File: config.mk
export PLATFORM = sky130hd
export DESIGN_NAME = data_cache
export DESIGN_NICKNAME = d
export VERILOG_FILES = /design/src/rtl/data_cache.sv
export SDC_FILE = /design/constraint.sdc
export NUM_CORES = 2
export LEC_CHECK = 0
export ABC_AREA = 1
export CAP_MARGIN = 20
export CORE_ASPECT_RATIO = 2
export CORE_UTILIZATION = 37
export CTS_CLUSTER_SIZE = 8
export DETAILED_ROUTE_END_ITERATION = 12
export DONT_BUFFER_PORTS = 1
export PLACE_DENSITY_LB_ADDON = 0.15
export SLEW_MARGIN = 20
export SYNTH_ARGS = -nofsm -noshare
export SYNTH_HDL_FRONTEND = slang
export SYNTH_SLANG_ARGS = --single-unit
File: constraint.sdc
create_clock -name clk -period 8.2 [get_ports clk]
set_input_delay 1.64 -clock clk [delete_from_list [all_inputs] [get_ports clk]]
set_output_delay 1.64 -clock clk [all_outputs]
set_load 0.01 [all_outputs]
File: src/rtl/data_cache.sv
`default_nettype none
// ============================================================================
// data_cache : direct-mapped, write-back, write-allocate data cache
// Rev 1.0
// ============================================================================
module data_cache #(
  parameter int INDEX_BITS = 4
) (
  input  logic         clk,
  input  logic         reset,
  input  logic         is_input_valid,
  input  logic [31:0]  addr,
  input  logic         mem_rw,
  input  logic [31:0]  din,
  output logic         is_ready,
  output logic         is_output_valid,
  output logic [31:0]  dout,
  output logic         is_hit,
  output logic         mem_req,
  output logic         mem_we,
  output logic [31:0]  mem_addr,
  output logic [127:0] mem_wdata,
  input  logic         mem_ack,
  input  logic [127:0] mem_rdata
);
  localparam int c_lines    = 1 << INDEX_BITS;
  localparam int c_tag_bits = 28 - INDEX_BITS;

  typedef enum logic [1:0] {
    ST_IDLE      = 2'd0,
    ST_WRITEBACK = 2'd1,
    ST_ALLOCATE  = 2'd2
  } state_t;

  state_t                r_state;
  logic [c_lines-1:0]    r_valid;
  logic [c_lines-1:0]    r_dirty;
  logic [c_tag_bits-1:0] r_tag_mem  [c_lines];
  logic [127:0]          r_data_mem [c_lines];
  logic [INDEX_BITS-1:0] r_idx;
  logic [c_tag_bits-1:0] r_tag;

  logic [INDEX_BITS-1:0] w_idx;
  logic [c_tag_bits-1:0] w_tag;
  logic [1:0]            w_off;
  logic                  w_idle;
  logic                  w_hit;
  logic [127:0]          w_line;
  logic [1:0]            w_unused_addr;

  assign w_idx         = addr[3+INDEX_BITS:4];
  assign w_tag         = addr[31:4+INDEX_BITS];
  assign w_off         = addr[3:2];
  assign w_unused_addr = addr[1:0];
  assign w_idle        = (r_state == ST_IDLE);
  assign w_line        = r_data_mem[w_idx];
  assign w_hit         = is_input_valid & w_idle & r_valid[w_idx] & (r_tag_mem[w_idx] == w_tag);

  assign is_hit          = w_hit;
  assign is_ready        = w_idle;
  assign is_output_valid = w_hit & ~mem_rw;
  assign dout            = is_output_valid ? w_line[w_off*32 +: 32] : 32'd0;

  assign mem_req   = (r_state == ST_WRITEBACK) | (r_state == ST_ALLOCATE);
  assign mem_we    = (r_state == ST_WRITEBACK);
  assign mem_wdata = (r_state == ST_WRITEBACK) ? r_data_mem[r_idx] : 128'd0;

  // Write-back targets the victim's resident tag, refill targets the latched request tag.
  always_comb begin
    mem_addr = 32'd0;
    case (r_state)
      ST_WRITEBACK: mem_addr = {r_tag_mem[r_idx], r_idx, 4'b0000};
      ST_ALLOCATE:  mem_addr = {r_tag, r_idx, 4'b0000};
      default:      mem_addr = 32'd0;
    endcase
  end

  always_ff @(posedge clk or negedge reset) begin
    if (!reset) begin
      r_state <= ST_IDLE;
      r_valid <= '0;
      r_dirty <= '0;
      r_idx   <= '0;
      r_tag   <= '0;
    end else begin
      case (r_state)
        ST_IDLE: begin
          if (w_hit && mem_rw) begin
            r_dirty[w_idx] <= 1'b1;
          end else if (is_input_valid && !w_hit) begin
            r_idx   <= w_idx;
            r_tag   <= w_tag;
            r_state <= (r_valid[w_idx] && r_dirty[w_idx]) ? ST_WRITEBACK : ST_ALLOCATE;
          end
        end
        ST_WRITEBACK: begin
          if (mem_ack) begin
            r_dirty[r_idx] <= 1'b0;
            r_state        <= ST_ALLOCATE;
          end
        end
        ST_ALLOCATE: begin
          if (mem_ack) begin
            r_valid[r_idx] <= 1'b1;
            r_dirty[r_idx] <= 1'b0;
            r_state        <= ST_IDLE;
          end
        end
        default: r_state <= ST_IDLE;
      endcase
    end
  end

  // Tag/data arrays carry no reset; the valid bits alone qualify their contents.
  always_ff @(posedge clk) begin
    if (w_hit && mem_rw) begin
      r_data_mem[w_idx][w_off*32 +: 32] <= din;
    end else if (r_state == ST_ALLOCATE && mem_ack) begin
      r_data_mem[r_idx] <= mem_rdata;
      r_tag_mem[r_idx]  <= r_tag;
    end
  end
endmodule
`default_nettype wire

Word level (Yosys, flattened, before mapping)
Memory sizes are Yosys's and may differ from the RTL's.
Cells that the tools add are included.

storage, ports and cells
  bits in writable memories = 2432
  flip-flop bits (word level) = 62
  logic and storage cells = 78
  memories = 2

memory list
  memory      depth  bits a word  read ports  clocked after memory_dff  wr ports  RTL line  text
  r_data_mem  16     128          2           0                         1         39        logic [127:0] r_data_mem [c_lines];
  r_tag_mem   16     24           2           0                         1         38        logic [c_tag_bits-1:0] r_tag_mem [c_lines];

cells by class
  $lt $le $gt $ge = 4
  reduce and logical (&&, ||, !) cells = 15
  equal/unequal tests = 9
  shift-type cells = 3
  bitwise gates (word level) = 11
  multiplexer cells = 28
  add/sub/neg operators = 1

operator list
  kind                                                                count
  2-to-1 mux 128 bit                                                  4
  OR reduction 128 bit                                                1
  variable shift 32 x 34 -> 128 bit (first input constant)            1
  indexed part select 128 x 8 -> 32 bit                               1
  indexed part select 32 x 34 -> 128 bit                              1
  case mux 32 bit (2 select lines)                                    1
  negator 7 -> 34 bit                                                 1
  2-to-1 mux 16 bit                                                   2
  2-to-1 mux 32 bit                                                   1
  OR 16 bit                                                           2
  case mux 16 bit (2 select lines)                                    1
  equality test 24 bit                                                1
  AND 16 bit                                                          1
  inverter 16 bit                                                     1
  less-than comparator 4 x 5 -> 1 bit (second input constant)         2
  2-to-1 mux 2 bit                                                    5
  binary-select mux 1 bit (select 4 bit)                              2
  demux 1 bit (select 4 bit)                                          2
  greater-or-equal comparator 4 x 1 -> 1 bit (second input constant)  2
  2-to-1 mux 1 bit                                                    8
  != test 2 x 1 -> 1 bit (second input constant)                      4
  logical AND 1 bit                                                   6
  case mux 2 bit (3 select lines)                                     1
  AND reduction 3 bit                                                 2
  13 further kinds                                                    18

Depth between registers and ports, before layout
  depth after elaboration = 9
  gate-level depth with buffers = 25
  gate-level depth less buffers = 21

Worst setup path after synthesis
No wires, ideal clock.

  path type = input -> register
  from = input addr[4]
  to = memory r_data_mem[10][0], enable pin
  setup time = 0.421 ns
  cell stages on the path = 21
  arrival = 5.084 ns
  slack = 2.695 ns
  cell sequence = buf_4 > nand2_4 > inv_2 > buf_6 > buf_2 > a22oi_1 > nand2_1 > nand2_1 > nand2_1 > o21bai_1 > nand2_1 > nor2_1 > nand2_1 > nor2_2 > nand3_4 > buf_2 > nand3_1 > nand2_2 > nor2_2 > nand2_1 > nor2_1

between the ends
  longest elaborated chain between the ends = 9

ends and longest elaborated chain
  what                                                                               RTL line  text
  from (decl)                                                                        12        input logic [31:0] addr,
  parallel branches: the longest is 9 deep, another holds memory read (16 x 24 bit)  --
  to (decl)                                                                          39

Parallel ways; which one is timed is not known. The select of a mux whose other input is x is not followed.

Worst setup path after layout
  from = input addr[5]
  to = output dout[30]

between the ends
  longest elaborated chain between the ends = 6

ends and longest elaborated chain
  what                                                                                RTL line  text
  parallel branches: the longest is 5 deep, another holds memory read (16 x 128 bit)  --
  2-to-1 mux 32 bit (*)                                                               62        assign dout = is_output_valid ? w_line[w_off*32 +: 32] : 32'd0;
  to (decl)                                                                           17        output logic [31:0] dout,

Mark *: on every way between the ends. The select of a mux whose other input is x is not followed.

==> results_dict.tcl <==
set metrics [dict create \
    run_status "finished clean" \
    power.total_uw 42000 \
    cts_tree "built" \
    wl_per_cell_um 37.9 \
    syn2layout_area_growth_pct 14.3 \
    vias 92200 \
    ys_types 46 \
    setup_viol 0 \
    cts_resized 0 \
    worst_pin_slew_ns 1.36 \
    cts_hold_buf 0 \
    clockBufferDepth 4 \
    overflow 0 \
    synth_seq_cells 2494 \
    startpoint_type "primary input" \
    placed_area_um2 120000 \
    fp.dieW_um 393 \
    setup_slack_ns 0.985 \
    htree_num_levels 5 \
    gp_congestion 0.900 \
    synth_flop_cell "edfxtp_1" \
    critPathSlowestCell "o21ai_1" \
    grt_start_max_net_pins 165 \
    max_freq_mhz 139 \
    tns_ns 0 \
    syn_area_um2 113000 \
    synthArstFlopShare 0.0249 \
    drive_gt1_frac 0.0967 \
    io_buffers 0 \
    die_h_um 784 \
    place_inst 13300 \
    cap_violations 0 \
    finalCritPeriodShare 0.880 \
    grt_pass1_wl_um 706000 \
    post_cts_buffers 0 \
    dr.pass1.iters 8 \
    drt_iter0_drc 12600 \
    finalClockSkew_ns 0.0817 \
    fill_cells 28200 \
    rows 286 \
    cp_slowest_stage_delay_ns 1.02 \
    drtAntennaViolNets 0 \
    criticalPathCategory "in -> out" \
    yosysSeqAreaShare 0.660 \
    cp_max_fo 59 \
    leakagePower_uw 0.0436 \
    grt_use_total 0.327 \
    syn_inst 9698 \
    pre_cts_slack_ns 1.07 \
    io_pins 394 \
    clockRootBuffer "clkbuf_16" \
    routed_wl_um 521000 \
    initial_core_util 0.372 \
    critPathCaptureType "output port" \
    hp-class "in -> async" \
    finalCriticalPeriod_ns 7.22 \
    dpl.hpwl_um 302000 \
    viasPerCell 6.71 \
    worstPathArrival_ns 5.58 \
    worstSkewPairLatency_ns 0.92 \
    clk_pin_slew_ns 0.06 \
    die_area_um2 308000 \
    core_um2 303000 \
    avgSynthCellArea_um2 11.7 \
    clock_sinks 2494 \
    rsz0062_at_grt "false" \
    drc 0 \
    final_area_um2 129000 \
    yosys_warnings 0 \
    slew_headroom 0.0884 \
    nets 9812 \
    stdcell_count 13700 \
    crit_chain "inv_4, nand2_8, buf_12, buf_12, o22ai_1, o21ai_0, o2111ai_1, o21ai_1, o21ai_0, nor2_1, buf_4" \
    worstPathRequired_ns 6.56 \
    final_max_slew_viol_count 0 \
    antenna_found_initial 35 \
    cts_made_buffers 354 \
    irDropWorstVdd_uv 463 \
    grt_pass1_vias 89800 \
    synth_enable_flop_cells 2432 \
    hold_viol_final 0 \
    power_density_nw_per_um2 325 \
]
## cell families (layout without fill, tap and decap cells)
kind of cell / count (synthesis) / after routing / share of synthesized area
flip-flops: 2494 / 2494 / 0.660
buffers and inverters: 1400 / 1367 / 0.0483
AND/OR/NAND/NOR: 2515 / 2515 / 0.0892
AO/OA/AOI/OAI: 3280 / 3280 / 0.202
other: 1 / 44 / 0.0000332
adder cells (fa/ha/maj): 8 / 8 / 0.000886
## cells in the mapped netlist (all sizes together), types with 201 or more instances
master	instances	area (µm²)
a22oi	1070	8030
o21ai	453	2270
nor2	312	1240
inv	581	2180
a21oi	240	1200
edfxtp	2432	73000
clkbuf	615	2310
buf	204	970
nand2	1875	7070
o22ai	781	4890
nand3	201	1020
o221ai	306	2680
## path summary, 6_finish.rpt
| check | from | endpoint | slack [ns] | cells after the start |
|---|---|---|---|---|
| min reg2reg | r_valid[15] | r_valid[15] | 0.46 | 2 |
| max reg2reg | r_tag_mem[0][17] | r_data_mem[12][47] | 3.06 | 16 |
| max | addr[5] | dout[30] | 0.98 | 11 |
| max in group asynchronous | reset | r_valid[1] | 7.59 | 0 |
| min in group clk | r_valid[15] | r_valid[15] | 0.46 | 2 |
| min | reset | r_tag[22] | 0.43 | 0 |
## layout by cell type (no fill, tap or decap), types with 87 or more instances in the layout
| cell type | instances |
|---|---|
| edfxtp_1 | 2432 |
| nor2_1 | 198 |
| a21oi_1 | 232 |
| o221ai_1 | 306 |
| clkbuf_16 | 363 |
| a41oi_1 | 113 |
| a221oi_1 | 158 |
| a22oi_1 | 1070 |
| nor2_4 | 99 |
| inv_1 | 553 |
| o22ai_1 | 781 |
| buf_4 | 286 |
| o21ai_0 | 424 |
| nand4_1 | 87 |
| nand2_1 | 1863 |
| nand3_1 | 200 |
## metal layers
layer,part of all wire,wire (µm),vias to the layer above,GRT usage
met5,0.00047,245,-,0
met4,0.080,41600,14,0.234
met3,0.11,57100,1488,0.0804
li1,-,-,37300,-
met1,0.35,180000,46800,0.383
met2,0.46,242000,6603,0.521
## worst max-delay path, delay by kind of cell
| kind | cells | cell delay (ns) |
|---|---|---|
| and+or+nand+nor | 2 | 0.50 |
| AOI/OAI and AO/OA | 5 | 2.31 |
| buffers and inverters | 4 | 0.90 |
## through the flow
step / hold WS [ns] / utilization
after floorplan: 0.422 / -
after global placement: 0.435 / 0.394
after detailed placement: 0.444 / 0.394
after CTS: 0.364 / 0.425
after global routing: 0.419 / 0.425
final: 0.432 / 0.426
## registers in the layout, summed over array words and instances (netlist names)
signal      cells
r_data_mem   2048
r_dirty        16
r_idx           4
r_tag          24
r_state         2
r_tag_mem     384
r_valid        16
## area by class of cell
class | count | area (µm²) | area share
antenna | 40 | 100 | 0.000775
clock buffer | 404 | 9240 | 0.0715
clock inverter | 13 | 164 | 0.00127
tap | 4032 | 5040 | 0.0391
multi-input combinational | 5807 | 34000 | 0.263
inverter | 581 | 2250 | 0.0174
timing repair buffer | 369 | 3790 | 0.0294
sequential | 2494 | 74600 | 0.578
## power breakdown
group	leakage [µW]	internal (µW)	switching, µW	total, µW
Clock	0.00460	7820	5420	13200
Sequential	0.0229	15700	554	16200
Combinational	0.0161	2870	9630	12500
Total	0.0436	26400	15600	42000
Power figures use the tool's default switching activity.
